## config.mk

```make
export PLATFORM = sky130hd
export DESIGN_NAME = nibble_serial_adder_flat
export DESIGN_NICKNAME = d
export VERILOG_FILES = /design/src/rtl/nibble_serial_adder_pkg.sv /design/src/rtl/nibble_serial_adder_if.sv /design/src/rtl/nibble_serial_adder_cla4_slice.sv /design/src/rtl/nibble_serial_adder.sv /design/src/flat_wrapper.sv
export SDC_FILE = /design/constraint.sdc
export NUM_CORES = 1
export LEC_CHECK = 0
export ABC_AREA = 1
export BUFFER_PORTS_ARGS = -buffer_cell sky130_fd_sc_hd__buf_2
export CORE_ASPECT_RATIO = 1.1
export CORE_MARGIN = 4
export CORE_UTILIZATION = 50
export DETAILED_ROUTE_END_ITERATION = 12
export PLACE_DENSITY = 0.74
export SYNTH_ARGS = -nofsm -noshare
export SYNTH_HDL_FRONTEND = slang
export SYNTH_SLANG_ARGS = --single-unit
```

## constraint.sdc

```tcl
create_clock -name clk -period 5.56 [get_ports clk]
set_input_delay 0.556 -clock clk [delete_from_list [all_inputs] [get_ports clk]]
set_output_delay 0.556 -clock clk [all_outputs]
set_load 0.02 [all_outputs]
```

## src/rtl/nibble_serial_adder_pkg.sv

```systemverilog
// Shared types and constants for the nibble-serial adder.
package nibble_serial_adder_pkg;

    localparam int NIBBLE_W = 4;

    typedef enum logic [1:0] {
        IDLE = 2'd0,
        RUN  = 2'd1,
        DONE = 2'd2
    } state_t;

endpackage

```

## src/rtl/nibble_serial_adder_if.sv

```systemverilog
// Operand/result handshake bundle for the nibble-serial adder.
interface nibble_serial_adder_if #(
    parameter int WIDTH = 16
);

    logic             in_valid;
    logic             in_ready;
    logic [WIDTH-1:0] a;
    logic [WIDTH-1:0] b;
    logic             cin;
    logic             sub;
    logic             out_valid;
    logic             out_ready;
    logic [WIDTH-1:0] sum;
    logic             cout;

    modport master (
        output in_valid, a, b, cin, sub, out_ready,
        input  in_ready, out_valid, sum, cout
    );

    modport slave (
        input  in_valid, a, b, cin, sub, out_ready,
        output in_ready, out_valid, sum, cout
    );

endinterface

```

## src/rtl/nibble_serial_adder_cla4_slice.sv

```systemverilog
// Combinational 4-bit carry-lookahead adder slice (generate/propagate).
module cla4_slice
    import nibble_serial_adder_pkg::*;
(
    input  logic [NIBBLE_W-1:0] A,
    input  logic [NIBBLE_W-1:0] B,
    input  logic                Cin,
    output logic [NIBBLE_W-1:0] Sum,
    output logic                Cout
);

    logic [NIBBLE_W-1:0] g;
    logic [NIBBLE_W-1:0] p;
    logic [NIBBLE_W:0]   c;

    assign g = A & B;
    assign p = A ^ B;

    // Every carry is expanded directly from Cin, so no ripple between bits.
    assign c[0] = Cin;
    assign c[1] = g[0] | (p[0] & Cin);
    assign c[2] = g[1] | (p[1] & g[0]) | (p[1] & p[0] & Cin);
    assign c[3] = g[2] | (p[2] & g[1]) | (p[2] & p[1] & g[0])
                | (p[2] & p[1] & p[0] & Cin);
    assign c[4] = g[3] | (p[3] & g[2]) | (p[3] & p[2] & g[1])
                | (p[3] & p[2] & p[1] & g[0])
                | (p[3] & p[2] & p[1] & p[0] & Cin);

    assign Sum  = p ^ c[NIBBLE_W-1:0];
    assign Cout = c[NIBBLE_W];

endmodule

```

## src/rtl/nibble_serial_adder.sv

```systemverilog
// Adds or subtracts two WIDTH-bit operands one nibble per clock through a
// single shared CLA slice, with valid/ready handshakes on both sides.
module nibble_serial_adder
    import nibble_serial_adder_pkg::*;
#(
    parameter int WIDTH = 16
) (
    input  logic                 clk,
    input  logic                 rst,
    nibble_serial_adder_if.slave bus
);

    localparam int NIBBLES = WIDTH / NIBBLE_W;
    localparam int IDX_W   = $clog2(NIBBLES);
    localparam logic [IDX_W-1:0] LAST_IDX = IDX_W'(NIBBLES - 1);

    generate
        if ((WIDTH % NIBBLE_W) != 0 || WIDTH < 8) begin : g_bad_width
            $error("nibble_serial_adder: WIDTH must be a multiple of 4 and >= 8");
        end
    endgenerate

    state_t              state;
    state_t              state_nxt;
    logic [WIDTH-1:0]    a_q;
    logic [WIDTH-1:0]    b_q;
    logic [WIDTH-1:0]    sum_q;
    logic                carry_q;
    logic                cout_q;
    logic                out_valid_q;
    logic [IDX_W-1:0]    idx;
    logic [NIBBLE_W-1:0] slice_a;
    logic [NIBBLE_W-1:0] slice_b;
    logic [NIBBLE_W-1:0] slice_sum;
    logic                slice_cout;
    logic                accept;
    logic                last_nibble;

    assign accept      = (state == IDLE) && bus.in_valid;
    assign last_nibble = (idx == LAST_IDX);

    assign slice_a = a_q[idx*NIBBLE_W +: NIBBLE_W];
    assign slice_b = b_q[idx*NIBBLE_W +: NIBBLE_W];

    cla4_slice u_slice (
        .A    (slice_a),
        .B    (slice_b),
        .Cin  (carry_q),
        .Sum  (slice_sum),
        .Cout (slice_cout)
    );

    always_comb begin
        state_nxt = state;
        case (state)
            IDLE:    if (bus.in_valid)  state_nxt = RUN;
            RUN:     if (last_nibble)   state_nxt = DONE;
            DONE:    if (bus.out_ready) state_nxt = IDLE;
            default:                    state_nxt = IDLE;
        endcase
    end

    // Operand registers are only loaded on accept, so inputs changing during
    // RUN/DONE cannot disturb the operation in flight.
    always_ff @(posedge clk) begin
        if (rst) begin
            state       <= IDLE;
            out_valid_q <= 1'b0;
            sum_q       <= '0;
            cout_q      <= 1'b0;
            carry_q     <= 1'b0;
            idx         <= '0;
        end else begin
            state <= state_nxt;
            case (state)
                IDLE: begin
                    if (accept) begin
                        a_q     <= bus.a;
                        b_q     <= bus.sub ? ~bus.b : bus.b;
                        carry_q <= bus.sub ? 1'b1 : bus.cin;
                        idx     <= '0;
                        sum_q   <= '0;
                    end
                end
                RUN: begin
                    sum_q[idx*NIBBLE_W +: NIBBLE_W] <= slice_sum;
                    carry_q <= slice_cout;
                    // idx stops on the last nibble rather than wrapping.
                    if (last_nibble) begin
                        out_valid_q <= 1'b1;
                        cout_q      <= slice_cout;
                    end else begin
                        idx <= idx + 1'b1;
                    end
                end
                DONE: begin
                    if (bus.out_ready) out_valid_q <= 1'b0;
                end
                default: ;
            endcase
        end
    end

    assign bus.in_ready  = (state == IDLE);
    assign bus.out_valid = out_valid_q;
    assign bus.sum       = sum_q;
    assign bus.cout      = cout_q;

endmodule

```

## src/flat_wrapper.sv

```systemverilog
// flat-port wrapper written by rule: the top's interface ports become plain ports
module nibble_serial_adder_flat import nibble_serial_adder_pkg::*;
#(
    parameter int WIDTH = 16
)
  (clk, rst, bus_in_valid, bus_a, bus_b, bus_cin, bus_sub, bus_out_ready, bus_in_ready, bus_out_valid, bus_sum, bus_cout);
  nibble_serial_adder_if #(.WIDTH(WIDTH)) bus_i ();
  input  logic clk;
  input  logic rst;
  input wire logic [$bits(bus_i.in_valid)-1:0] bus_in_valid;
  input wire logic [$bits(bus_i.a)-1:0] bus_a;
  input wire logic [$bits(bus_i.b)-1:0] bus_b;
  input wire logic [$bits(bus_i.cin)-1:0] bus_cin;
  input wire logic [$bits(bus_i.sub)-1:0] bus_sub;
  input wire logic [$bits(bus_i.out_ready)-1:0] bus_out_ready;
  output wire logic [$bits(bus_i.in_ready)-1:0] bus_in_ready;
  output wire logic [$bits(bus_i.out_valid)-1:0] bus_out_valid;
  output wire logic [$bits(bus_i.sum)-1:0] bus_sum;
  output wire logic [$bits(bus_i.cout)-1:0] bus_cout;
  assign bus_i.in_valid = bus_in_valid;
  assign bus_i.a = bus_a;
  assign bus_i.b = bus_b;
  assign bus_i.cin = bus_cin;
  assign bus_i.sub = bus_sub;
  assign bus_i.out_ready = bus_out_ready;
  assign bus_in_ready = bus_i.in_ready;
  assign bus_out_valid = bus_i.out_valid;
  assign bus_sum = bus_i.sum;
  assign bus_cout = bus_i.cout;
  nibble_serial_adder #(.WIDTH(WIDTH)) u_core (.clk(clk), .rst(rst), .bus(bus_i));
endmodule
```

Word level (Yosys, flattened, before mapping)
Cells that the tools add are included.
{ "op_classes": {"n_mul": 0, "n_div": 0, "shift": 4, "muxes": 17, "order_cmp": 0, "reduce_logical": 10, "bitwise_logic": 31, "n_eq_ne": 8, "add_sub_neg": 2} }
{ "ops": {"columns": ["cell", "n"], "rows": [
  ["$neg A4 Y34", 1],
  ["$shift A4 B34 Y16 const A", 1],
  ["$shiftx A4 B34 Y16", 1],
  ["$mux W16", 2],
  ["$pmux W16 S2", 1],
  ["$shiftx A16 B5 Y4", 2],
  ["$and A1 B1 Y1", 16],
  ["$bwmux W16", 1],
  ["$not A16 Y16", 1],
  ["$reduce_and A3 Y1", 4],
  ["$mux W2", 5],
  ["$or A1 B1 Y1", 10],
  ["$xor A4 B4 Y4", 2],
  ["$ne A2 B2 Y1 const B", 3],
  ["$pmux W2 S3", 1],
  ["$and A4 B4 Y4", 1],
  ["$eq A2 B2 Y1 const B", 2],
  ["$mux W1", 4],
  ["$ne A2 B1 Y1 const B", 2],
  ["$pmux W1 S2", 2],
  ["$pmux W2 S2", 1],
  ["$reduce_and A2 Y1", 2],
  ["$reduce_bool A2 Y1", 2],
  ["$add A2 B1 Y2 const B", 1],
  ["4 further kinds", 4]
]} }
{ "word_totals": {"regBits": 55, "latchBits": 0, "mem_count": 0, "mem_bits_rw": 0, "out_inout_bits": 19, "rom_bits": 0} }

Longest topological paths before layout
{ "depth": {"depth_word": 10, "depth_mapped": 14, "mapped_depth_nobuf": 13} }

Modules after synthesis
Synthesis repeated with hierarchy kept, for this count alone.
{ "unflattened": {"cells_unflattened": 280, "area_unflattened_um2": 2710.1} }
{ "modules_own_cells": {"columns": ["mod", "instances", "area_each_um2", "seq_area_each_um2", "cells_each"], "rows": [
  ["nibble_serial_adder", 1, 2521.2, 1421.4, 249],
  ["cla4_slice", 1, 188.9, 0.0, 31]
]} }

Worst setup path before layout
OpenSTA, ideal clock, no wires.
{ "synth_timing": {"path_type": "register to register", "from": "reg u_core.state[1]", "to": "reg u_core.a_q[0] (enable)", "required_time_ps": 5139, "path_stages_with_launch": 4, "setup_time_ps": 421, "arrival_time_ps": 2292, "synth_period_minus_slack_ps": 2714, "setup_slack_ps": 2846, "cell_sequence": "dfxtp_1 -> nor2_1 -> nand2_1 -> nor2_1"} }
{ "synth_via": {"elab_chain_len": 3} }
{ "synth_rtl": {"columns": ["element", "line", "text"], "rows": [
  ["start, declared", "nibble_serial_adder.sv:23", "state_t state;"],
  ["start signal, assigned", "nibble_serial_adder.sv:74", "state <= state_nxt;"],
  ["$logic_not A2 Y1 (*)", null, null],
  ["named net bus_in_ready", "flat_wrapper.sv:16", "output wire logic [$bits(bus_i.in_ready)-1:0] bus_in_ready;"],
  ["$logic_and A1 B1 Y1", "nibble_serial_adder.sv:39", "assign accept = (state == IDLE) && bus.in_valid;"],
  ["$reduce_and A3 Y1 (no line) (*)", null, null],
  ["end signal, assigned", "nibble_serial_adder.sv:78", "a_q <= bus.a;"],
  ["end, declared", "nibble_serial_adder.sv:25", "logic [WIDTH-1:0] a_q;"]
]} }
The timed path passes the listed nets; every way through them passes the cells marked *.
A chain may end at the register's enable or synchronous reset.

Final worst setup path
{ "layout_timing": {"from": "reg u_core.idx[0]", "to": "reg u_core.sum_q[15], in the netlist u_core.bus.sum[15]"} }
{ "layout_via": {"elab_chain_len": 10, "elab_cells_between_ends": 25} }
{ "layout_rtl": {"columns": ["element", "line", "text"], "rows": [
  ["start, declared", "nibble_serial_adder.sv:31", "logic [IDX_W-1:0] idx;"],
  ["start signal, assigned", "nibble_serial_adder.sv:93", "idx <= idx + 1'b1;"],
  ["$shiftx A16 B5 Y4, on equally long branches", "nibble_serial_adder.sv:42, nibble_serial_adder.sv:43", null],
  ["$xor A4 B4 Y4 or $and A4 B4 Y4 (tied branches)", "nibble_serial_adder_cla4_slice.sv:17, nibble_serial_adder_cla4_slice.sv:16", null],
  ["$and A1 B1 Y1, on equally long branches", "nibble_serial_adder_cla4_slice.sv:23, nibble_serial_adder_cla4_slice.sv:24", null],
  ["$or A1 B1 Y1 (tied with other cells)", "nibble_serial_adder_cla4_slice.sv:23", "assign c[3] = g[2] | (p[2] & g[1]) | (p[2] & p[1] & g[0])"],
  ["$or A1 B1 Y1 or $and A1 B1 Y1 (tied branches)", "nibble_serial_adder_cla4_slice.sv:23, nibble_serial_adder_cla4_slice.sv:24", null],
  ["$or A1 B1 Y1", "nibble_serial_adder_cla4_slice.sv:24", "| (p[2] & p[1] & p[0] & Cin);"],
  ["$xor A4 B4 Y4", "nibble_serial_adder_cla4_slice.sv:29", "assign Sum = p ^ c[NIBBLE_W-1:0];"],
  ["$shiftx A4 B34 Y16", "nibble_serial_adder.sv:86", "sum_q[idx*NIBBLE_W +: NIBBLE_W] <= slice_sum;"],
  ["$bwmux W16 (*)", "nibble_serial_adder.sv:86", null],
  ["$pmux W16 S2 (*)", "nibble_serial_adder.sv:75", "case (state)"],
  ["end signal, assigned by index", "nibble_serial_adder.sv:86", null],
  ["end, declared", "nibble_serial_adder.sv:27", "logic [WIDTH-1:0] sum_q;"]
]} }
Mark *: on every way between the ends. The rest lies on a longest branch, timed or not.

==> results by group <==
Run status
  – Status: complete, no violations

Route
  – Wire per inst: 13.04 um
  – Via density: 5.168
  – First-pass DRT Iterations: 5
  – DRC: 0
  – Starting DRT DRC Count: 97
  – Post-route ant nets: 0
  – Vias: 1,876
  – DRT Wirelength: 4732 um

Flow run
  – Max Cap Viol: 0

STA
  – Slew margin rel.: 0.4271
  – Unrepaired setup endpoints after global routing: false
  – Final Skew: 0.005855 ns
  – F_max: 0.3101 GHz
  – Worst slew pin tran: 0.8582 ns
  – Max Slew Vio Count: 0
  – Final period demand of the worst path: 3.225 ns
  – Setup_tns: 0 ns
  – Setup violators final: 0
  – Final period utilization: 0.5801
  – Final Hold Violating Endpoints: 0

GRT
  – GRT Max-Usage Layer: met2
  – First-pass GRT wire length: 7610 um
  – Global-route track usage on met3: 0.04116
  – Overall Global Routing Usage: 0.1637
  – Met2 Usage GRT: 0.2729
  – Initial antenna violation count: 0
  – Largest net degree at the start of global routing: 33
  – Routing usage on met1: 0.1932
  – GRT overflow: 0
  – Vias in the first global route: 1,746

Yosys
  – Synthesized net count: 299
  – FF+latch count, synth: 55
  – Largest family of logic cells by synthesized area: simple AND/OR/NAND/NOR gates
  – Number of synthesized flops with an enable pin: 32
  – Primary FF master, synth: edfxtp_1
  – Synth Area in Simple Gates: 0.1583
  – FFs w/ async S/R, synth: 0
  – Synth Area in XOR/XNOR: 0.06253
  – Avg Inst Size Synth: 10.04 um2
  – Mapped Area: 2521 um2
  – Post-synthesis cell count: 251
  – Multiplexer share of the synthesized area: 0
  – Synth Warn #: 0
  – Register area share after synthesis: 0.5638
  – Synth cell types: 31
  – Compound-cell area share of the yosys netlist: 0.1151
  – Adder-cell share of the synthesized area: 0.05261

Cells and area
  – ANT cells: 0
  – Syn-to-layout area delta: 16.97%
  – Finished Layout Cells: 363
  – Share of cells above drive strength 1: 0.2476
  – Fin nets: 354

Pwr
  – LEAKAGE: 1.229 nW
  – Pwr Density: 303.4 nW/um2
  – Max IR drop VDD: 0.0002072 V

CTS
  – TritonCTS Buffers: 5
  – Clk_lat worst skew: 0.31 ns
  – Post-CTS setup buffers: 0
  – Clock Sinks: 55
  – Maximum root-to-sink buffer count: 2
  – Root Buffer: clkbuf_8
  – Number of gates resized after cts: 0
  – CTS clock-pin slew for the worst setup and hold paths: 0.09 ns
  – CTS tree: yes
  – H-tree Lvls: 2
  – Hold-fix buffers, CTS: 0

Setup path
  – Crit end category: flop
  – CP Max Fanout: 24
  – Crit path DAT: 3.47 ns
  – Critical path data required time: 5.80 ns
  – Crit start category: flop
  – Worst R2R Setup Slack: 2.33 ns
  – Crit Path Class: flop to flop
  – RR Startpoint: u_core.idx[0]$_SDFFE_PP0P_
  – Register-to-Register Path Depth: 13
  – Reg-to-Reg End: u_core.bus.sum[15]$_SDFFE_PP0P_

Place
  – Post-detailed-placement half-perimeter wirelength: 3454 um
  – # placed instances: 355
  – Final Wtd Congestion: 0.8364
  – Port Buffers: 56

Die
  – Chip height: 82.48 um
  – Core area: 4750 um2
  – Die area: 6244 um2
  – Initial Util: 0.5308
  – # rows: 26
  – Top Ports: 57
  – Die width: 75.71 um

Worst hold path
  – Worst Hold Depth: 1
  – Hold Crit Class: input port to flop
  – Hold path endpoint: u_core.a_q[6]$_DFFE_PP_
  – Worst Hold Launch: bus_a[6]
-- flip-flops by register name, summed over array words and instances (netlist names) --
register,count
u_core.bus.out_valid,1
u_core.b_q,16
u_core.bus.cout,1
u_core.a_q,16
u_core.bus.sum,16
u_core.carry_q,1
u_core.idx,2
u_core.state,2
-- area by class of cell --
class,instances,area (um2)
fill,419,1800
sequential,55,1421
multi-input combinational,167,982.2
timing repair buffer,57,287.8
inverter,20,75.07
tap,56,70.07
clock buffer,5,68.82
clock inverter,3,43.79
-- worst max path at each step --
stage                                 startpoint                              end  slack, ns  cells past startpoint
finish                u_core.idx[0]$_SDFFE_PP0P_  u_core.bus.sum[15]$_SDFFE_PP0P_       2.33                     13
global route          u_core.idx[0]$_SDFFE_PP0P_  u_core.bus.sum[15]$_SDFFE_PP0P_       1.98                     13
floorplan           u_core.state[1]$_SDFFE_PP0P_          u_core.a_q[0]$_DFFE_PP_       2.85                      3
detailed placement    u_core.idx[0]$_SDFFE_PP0P_  u_core.bus.sum[15]$_SDFFE_PP0P_       2.44                     13
CTS                   u_core.idx[0]$_SDFFE_PP0P_  u_core.bus.sum[15]$_SDFFE_PP0P_       2.42                     13
global placement      u_core.idx[0]$_SDFFE_PP0P_  u_core.bus.sum[15]$_SDFFE_PP0P_       2.54                     13
-- routing by layer --
metal  vias up  routed length (um)
li1        960                   -
met1       845                2014
met2        61                2283
met3        10                 314
met4         0                 121
met5         -                   0
-- report_power, final --
group / internal (mW) / switching (mW)
clock network: 0.134 / 0.125
registers: 0.452 / 0.0138
logic: 0.0617 / 0.108
total: 0.647 / 0.248
-- metrics by stage --
stage	total power [mW]	utilization	setup slack, ns	hold WS [ns]	area, um2
CTS	0.9034	0.6209	2.417	0.4028	2949
finish	0.8947	0.6209	2.335	0.4152	2949
global route	0.9465	0.6209	1.977	0.3947	2949
global placement	0.6376	0.5972	2.545	0.4477	2836
detailed placement	0.6437	0.5972	2.444	0.4523	2836
floorplan	0.5975	-	2.846	0.4812	2521
-- synthesized netlist by cell type (3+ instances only) --
cell type	count	area share
edfxtp_1	32	0.38
dfxtp_1	23	0.18
nand2_1	33	0.049
buf_2	3	0.0060
ha_1	9	0.045
a21oi_1	20	0.040
inv_2	3	0.0045
inv_1	16	0.024
nand3_1	11	0.022
nor2_1	30	0.045
o21ai_0	21	0.042
o22ai_1	8	0.020
xor2_1	18	0.063
clkbuf_1	5	0.0074
-- cells in the final DEF, fill, tap and decap left out, types with 11 or more instances in the layout --
cell type	n
o21ai_0	21
nand3_1	11
xor2_1	18
buf_2	56
nand2_1	33
dfxtp_1	23
a21oi_1	20
edfxtp_1	32
nor2_1	29
inv_1	16
-- critical path, stage by stage, from the launching register on --
cell and delay [ns]:
dfxtp_1 0.89, inv_1 0.54, o21ai_0 0.29, o22ai_1 0.11, ha_1 0.36, nand2_1 0.09, nand2_1 0.05, nor2_1 0.13
nand2_1 0.07, nand2_1 0.13, nand3_1 0.09, nor2_1 0.20, nand2_1 0.09, a21oi_1 0.12
-- logic make-up after synthesis --
group	after synthesis
XOR/XNOR	18
AND/OR/NAND/NOR	85
buffers and inverters	29
AO/OA/AOI/OAI	54
adder cells (fa/ha/maj)	10
flip-flops	55
(Power assumes the default switching activity.)
